==> src/rtl/queue_event_generator.sv <==
`default_nettype none
// +----------------------------------------------------------------------------+
// | Module      : queue_event_generator                                        |
// | Description : Turns two raw photocell inputs (front door = arrival, teller |
// |               door = departure) into clean, serialised up/down strobes for |
// |               an edge-triggered occupancy counter. Each sensor is          |
// |               synchronised, debounced and rising-edge detected; events are |
// |               held in pending flags and issued one at a time by an FSM     |
// |               that also keeps a saturating shadow occupancy count.         |
// | Ports       : clk           rising-edge system clock                       |
// |               reset         asynchronous, active-low reset                 |
// |               front_sensor  raw arrival photocell (1 = beam broken)        |
// |               back_sensor   raw departure photocell (1 = beam broken)      |
// |               up_pulse      registered increment strobe, PULSE_WIDTH wide  |
// |               down_pulse    registered decrement strobe, PULSE_WIDTH wide  |
// |               shadow_count  occupancy as tracked by this block             |
// |               full / empty  shadow_count at maximum / at zero              |
// |               drop_err      1-cycle strobe when an event is discarded      |
// | Revision    : 1.0  initial release                                         |
// +----------------------------------------------------------------------------+
module queue_event_generator #(
  parameter int COUNT_BITS      = 3,
  parameter int DEBOUNCE_CYCLES = 4,
  parameter int PULSE_WIDTH     = 2,
  parameter int GAP_CYCLES      = 2
) (
  input  logic                  clk,
  input  logic                  reset,
  input  logic                  front_sensor,
  input  logic                  back_sensor,
  output logic                  up_pulse,
  output logic                  down_pulse,
  output logic [COUNT_BITS-1:0] shadow_count,
  output logic                  full,
  output logic                  empty,
  output logic                  drop_err
);

  localparam int DCNT_W = $clog2(DEBOUNCE_CYCLES + 1);
  localparam int TMAX   = (PULSE_WIDTH > GAP_CYCLES) ? PULSE_WIDTH : GAP_CYCLES;
  localparam int TMR_W  = $clog2(TMAX + 1);
  localparam logic [COUNT_BITS-1:0] COUNT_MAX = '1;

  typedef enum logic [1:0] {
    S_IDLE    = 2'd0,
    S_UP_HI   = 2'd1,
    S_DOWN_HI = 2'd2,
    S_GAP     = 2'd3
  } state_t;

  // Channel 0 = arrival (front), channel 1 = departure (back).
  logic [1:0] sensor_raw;
  logic [1:0] rise;

  assign sensor_raw = {back_sensor, front_sensor};

  for (genvar g = 0; g < 2; g++) begin : g_chan
    logic              sync1_q;
    logic              sync2_q;
    logic              level_q;
    logic              level_d;
    logic              level_prev_q;
    logic [DCNT_W-1:0] dcnt_q;
    logic [DCNT_W-1:0] dcnt_d;

    // The level flips on the edge at which the mismatch run would reach
    // DEBOUNCE_CYCLES; the counter clears there because the level now matches.
    always_comb begin
      level_d = level_q;
      dcnt_d  = '0;
      if (sync2_q != level_q) begin
        if (dcnt_q == DCNT_W'(DEBOUNCE_CYCLES - 1)) begin
          level_d = ~level_q;
        end else begin
          dcnt_d = dcnt_q + 1'b1;
        end
      end
    end

    always_ff @(posedge clk or negedge reset) begin
      if (!reset) begin
        sync1_q      <= 1'b0;
        sync2_q      <= 1'b0;
        level_q      <= 1'b0;
        level_prev_q <= 1'b0;
        dcnt_q       <= '0;
      end else begin
        sync1_q      <= sensor_raw[g];
        sync2_q      <= sync1_q;
        level_q      <= level_d;
        level_prev_q <= level_q;
        dcnt_q       <= dcnt_d;
      end
    end

    assign rise[g] = level_q & ~level_prev_q;
  end

  state_t                  state_q, state_d;
  logic [TMR_W-1:0]        timer_q, timer_d;
  logic [COUNT_BITS-1:0]   count_q, count_d;
  logic                    arr_pend_q, arr_pend_d;
  logic                    dep_pend_q, dep_pend_d;
  logic                    up_q, up_d;
  logic                    down_q, down_d;
  logic                    drop_q, drop_d;
  logic                    dispatch;
  logic                    arr_clr;
  logic                    dep_clr;
  logic                    fsm_drop;

  always_comb begin
    state_d  = state_q;
    timer_d  = timer_q;
    count_d  = count_q;
    dispatch = 1'b0;
    arr_clr  = 1'b0;
    dep_clr  = 1'b0;
    fsm_drop = 1'b0;

    case (state_q)
      S_IDLE: dispatch = 1'b1;
      S_UP_HI, S_DOWN_HI: begin
        if (timer_q == TMR_W'(PULSE_WIDTH - 1)) begin
          state_d = S_GAP;
          timer_d = '0;
        end else begin
          timer_d = timer_q + 1'b1;
        end
      end
      S_GAP: begin
        // The last gap cycle dispatches directly so back-to-back events are
        // separated by exactly GAP_CYCLES low cycles, not GAP_CYCLES + 1.
        if (timer_q == TMR_W'(GAP_CYCLES - 1)) begin
          state_d  = S_IDLE;
          timer_d  = '0;
          dispatch = 1'b1;
        end else begin
          timer_d = timer_q + 1'b1;
        end
      end
      default: state_d = S_IDLE;
    endcase

    // Arrivals take priority; an event that would over/underflow is consumed
    // and reported rather than left pending.
    if (dispatch) begin
      if (arr_pend_q) begin
        arr_clr = 1'b1;
        if (count_q != COUNT_MAX) begin
          state_d = S_UP_HI;
          timer_d = '0;
          count_d = count_q + 1'b1;
        end else begin
          fsm_drop = 1'b1;
        end
      end else if (dep_pend_q) begin
        dep_clr = 1'b1;
        if (count_q != '0) begin
          state_d = S_DOWN_HI;
          timer_d = '0;
          count_d = count_q - 1'b1;
        end else begin
          fsm_drop = 1'b1;
        end
      end
    end

    // A new event landing on a flag that is being consumed this cycle is not
    // an overrun: the flag simply stays set for the new event.
    arr_pend_d = rise[0] | (arr_pend_q & ~arr_clr);
    dep_pend_d = rise[1] | (dep_pend_q & ~dep_clr);
    drop_d     = fsm_drop
               | (rise[0] & arr_pend_q & ~arr_clr)
               | (rise[1] & dep_pend_q & ~dep_clr);
    up_d       = (state_d == S_UP_HI);
    down_d     = (state_d == S_DOWN_HI);
  end

  always_ff @(posedge clk or negedge reset) begin
    if (!reset) begin
      state_q    <= S_IDLE;
      timer_q    <= '0;
      count_q    <= '0;
      arr_pend_q <= 1'b0;
      dep_pend_q <= 1'b0;
      up_q       <= 1'b0;
      down_q     <= 1'b0;
      drop_q     <= 1'b0;
    end else begin
      state_q    <= state_d;
      timer_q    <= timer_d;
      count_q    <= count_d;
      arr_pend_q <= arr_pend_d;
      dep_pend_q <= dep_pend_d;
      up_q       <= up_d;
      down_q     <= down_d;
      drop_q     <= drop_d;
    end
  end

  assign up_pulse     = up_q;
  assign down_pulse   = down_q;
  assign drop_err     = drop_q;
  assign shadow_count = count_q;
  assign full         = (count_q == COUNT_MAX);
  assign empty        = (count_q == '0);

endmodule
`default_nettype wire

==> config.mk <==
export PLATFORM = sky130hd
export DESIGN_NAME = queue_event_generator
export DESIGN_NICKNAME = d
export VERILOG_FILES = /design/src/rtl/queue_event_generator.sv
export SDC_FILE = /design/constraint.sdc
export NUM_CORES = 1
export LEC_CHECK = 0
export ABC_CLOCK_PERIOD_IN_PS = 2000
export CAP_MARGIN = 40
export CORE_MARGIN = 2
export CORE_UTILIZATION = 54
export CTS_CLUSTER_DIAMETER = 150
export DETAILED_ROUTE_END_ITERATION = 6
export GPL_TIMING_DRIVEN = 0
export PLACE_DENSITY = 0.76
export SLEW_MARGIN = 20
export SYNTH_ARGS = -nofsm -noshare
export SYNTH_HDL_FRONTEND = slang
export SYNTH_SLANG_ARGS = --single-unit
==> constraint.sdc <==
create_clock -name clk -period 2 [get_ports clk]
set_input_delay 0.3 -clock clk [delete_from_list [all_inputs] [get_ports clk]]
set_output_delay 0.3 -clock clk [all_outputs]
set_load 0.01 [all_outputs]
==> flow_summary.toml <==
[outcome]
status = "finished clean"

[global_route]
grt_use_met1_pct = 24.3
grt_antenna_before_repair = 0
grt_use_total_pct = 18.7
grt.overflow.total = 0
grt_pass1_wl_um = 3540
grt_max_degree = 27
grt_use_met2_pct = 29.3
use_met3_pct = 3.51
grt_pass1_vias = 773
grt.busiest_layer = "met2"

[critical_path]
setup.worst_path.start_class = "register"
crit_buf_inv = 1
crit_fanout = 7
arrival_ns = 1.62
path_class = "reg2out"
required_ns = 1.70
slowest_delay_ns = 0.57
crit_family = "buffers and inverters"
endpoint_kind = "output pin"
crit_path_start = "shadow_count[2]$_DFFE_PN0P_"
crit_path_top_delay_cell = "clkdlybuf4s50_1"
path_cells = "nor3_4, clkdlybuf4s50_1"
r2r_start = "state_q[0]$_DFF_PN0_"

[final_layout]
areaGrowthSynthToFinish_pct = 19.4
num-fill-cells = 174
layout-drive-gt1-share_pct = 17.2
multi_input_area_um2 = 524
nets = 132
final_cell_area_um2 = 1450
ff_latch_area_um2 = 654
antenna_cells = 0

[logic_synthesis]
synth.ff_latch_count = 26
postSynthCellCount = 103
syn-mean-instance-area_um2 = 11.8
synth_top_flop_cell = "dfrtp_1"
mappedNetlistNets = 112
synth-edff-count = 0
synth.distinct_cells = 38
async_reset_ff_share_pct = 100
yosysWarnings = 0
synth_area_um2 = 1210
seq_area_frac_synth_pct = 53.7

[sta]
worst_pin_slew_ns = 0.564
clock_skew_ns = 0.00375
grt_setup_unrepaired = "false"
holdWs_ns = 0.380
relSlewSlack_pct = 62.4
setup_tns_ns = 0
drv_slew = 0
setup_viol = 0
period_needed_ns = 1.92
finalHoldViolCount = 0
worst_slack_ns = 0.0805
period_share_pct = 96.0
fmax_ghz = 0.521

[die]
die_x_um = 51.4
die_height_um = 51.4
pin_count = 12
die_area_um2 = 2640
core_area_um2 = 2170
start_util_pct = 55.8
row_count = 17

[drt]
firstDrtPassIters = 4
drc = 0
via_per_inst = 5.63
ant_nets = 0
wl_per_cell_um = 14.1
drt_wl_total_um = 2110
drtIter0Drc = 15
vias = 844

[clocking]
worstSkewPairLatency_ns = 0.32
clkTransAtPathRegs_ns = 0.13
tritoncts = "done"
cts_max_level = 1
cts_buffers = 3
clock-root-buffer = "clkbuf_4"
clockBufferDepth = 2
cts.sinks = 26

[place]
dpl.hpwl_um = 1540
port_buffers = 11
place_congestion = 0.801
placed_area_um2 = 1350
pre_cts_ws_ns = 0.186

[hold_path]
hold_class = "reg2reg"
min-delay-start = "g_chan[1].sync1_q$_DFF_PN0_"

[flow_run]
maxCapViolCount = 0

[power_and_ir_drop]
cellLeakagePower_uw = 0.000642
power_uw = 2160
powerDensity_nw_per_um2 = 1500
ir_drop_uv = 841
==> repair_timing <==
item	in CTS	in global routing
cloned	0	0
endpoints found under the hold margin	26	0
hold buffers	1	0
setup endpoints to repair	2	2
resized for setup	3	1
buffers inserted	0	3
==> flip-flops by register name, indices dropped and copies added, names as in the netlist <==
signal / cells
g_chan.dcnt_q: 6
shadow_count: 3
g_chan.level_prev_q: 2
g_chan.level_q: 2
g_chan.sync1_q: 2
g_chan.sync2_q: 2
state_q: 2
timer_q: 2
arr_pend_q: 1
dep_pend_q: 1
down_pulse: 1
drop_err: 1
up_pulse: 1
==> synth_stat cells, types with 3 or more instances <==
cell type / instances / area share (%)
o21ai_0: 9 / 3.7
ha_1: 4 / 4.1
dfrtp_1: 26 / 54
and3_1: 3 / 1.5
inv_1: 7 / 2.2
nor3b_1: 3 / 1.9
nor2b_1: 3 / 1.5
a21oi_1: 3 / 1.2
nand2_1: 4 / 1.2
nor2_1: 3 / 0.93
xnor2_1: 4 / 2.9
==> layout by cell type (no fill, tap or decap), types with 4 or more instances in the layout <==
cell | Yosys | layout
xnor2_1 | 4 | 4
inv_1 | 7 | 7
o21ai_0 | 9 | 9
nand2_1 | 4 | 4
dfrtp_1 | 26 | 23
clkdlybuf4s50_1 | 0 | 10
ha_1 | 4 | 4
==> logic make-up (layout without fill, tap and decap cells) <==
kind of cell / Yosys count / after routing / share of synthesized area [%]
AND/OR/NAND/NOR: 29 / 29 / 15.0
AO/OA/AOI/OAI: 27 / 27 / 16.0
flip-flops: 26 / 26 / 53.7
buffers and inverters: 9 / 28 / 3.51
adder cells (fa/ha/maj): 5 / 5 / 5.79
XOR/XNOR: 4 / 4 / 2.89
multiplexers: 3 / 3 / 3.10
==> routing by layer <==
| layer | share of wire (%) | wire length, µm |
|---|---|---|
| met2 | 50 | 1050 |
| met4 | 2.2 | 46 |
| met5 | 0 | 0 |
| met1 | 44 | 939 |
| met3 | 3.6 | 77 |
==> layout make-up <==
| cell class | count | area share, % |
|---|---|---|
| timing repair buffer | 15 | 9.52 |
| multi-input combinational | 68 | 36.2 |
| clock inverter | 1 | 2.08 |
| inverter | 7 | 1.82 |
| tap | 28 | 2.42 |
| clock buffer | 3 | 1.56 |
| sequential | 26 | 45.2 |
| buffer | 2 | 1.12 |
==> final timing paths <==
kind | end | slack, ns | depth (start not counted)
min reg2reg | g_chan[1].sync2_q$_DFF_PN0_ | 0.38 | 0
min in group asynchronous | state_q[1]$_DFF_PN0_ | 0.49 | 2
max reg2reg | shadow_count[1]$_DFFE_PN0P_ | 0.17 | 6
min | g_chan[1].sync2_q$_DFF_PN0_ | 0.38 | 0
max in group asynchronous | shadow_count[0]$_DFFE_PN0P_ | 1.11 | 2
max | empty | 0.08 | 2
==> where the power goes <==
| part | switching [µW] | total [µW] | internal, µW | leakage [µW] |
|---|---|---|---|---|
| clock network | 147 | 350 | 203 | 0.0000279 |
| registers | 162 | 858 | 695 | 0.000311 |
| logic | 463 | 957 | 494 | 0.000303 |
| total | 773 | 2160 | 1390 | 0.000642 |
==> per-stage QoR <==
step | std cells | utilization [%]
2_1_floorplan | 103 | -
3_3_place_gp | 142 | 62.5
3_5_place_dp | 142 | 62.3
4_1_cts | 147 | 65.6
5_1_grt | 150 | 66.7
6_report | 150 | 66.7
No activity file was read; power rests on OpenSTA's default activity.
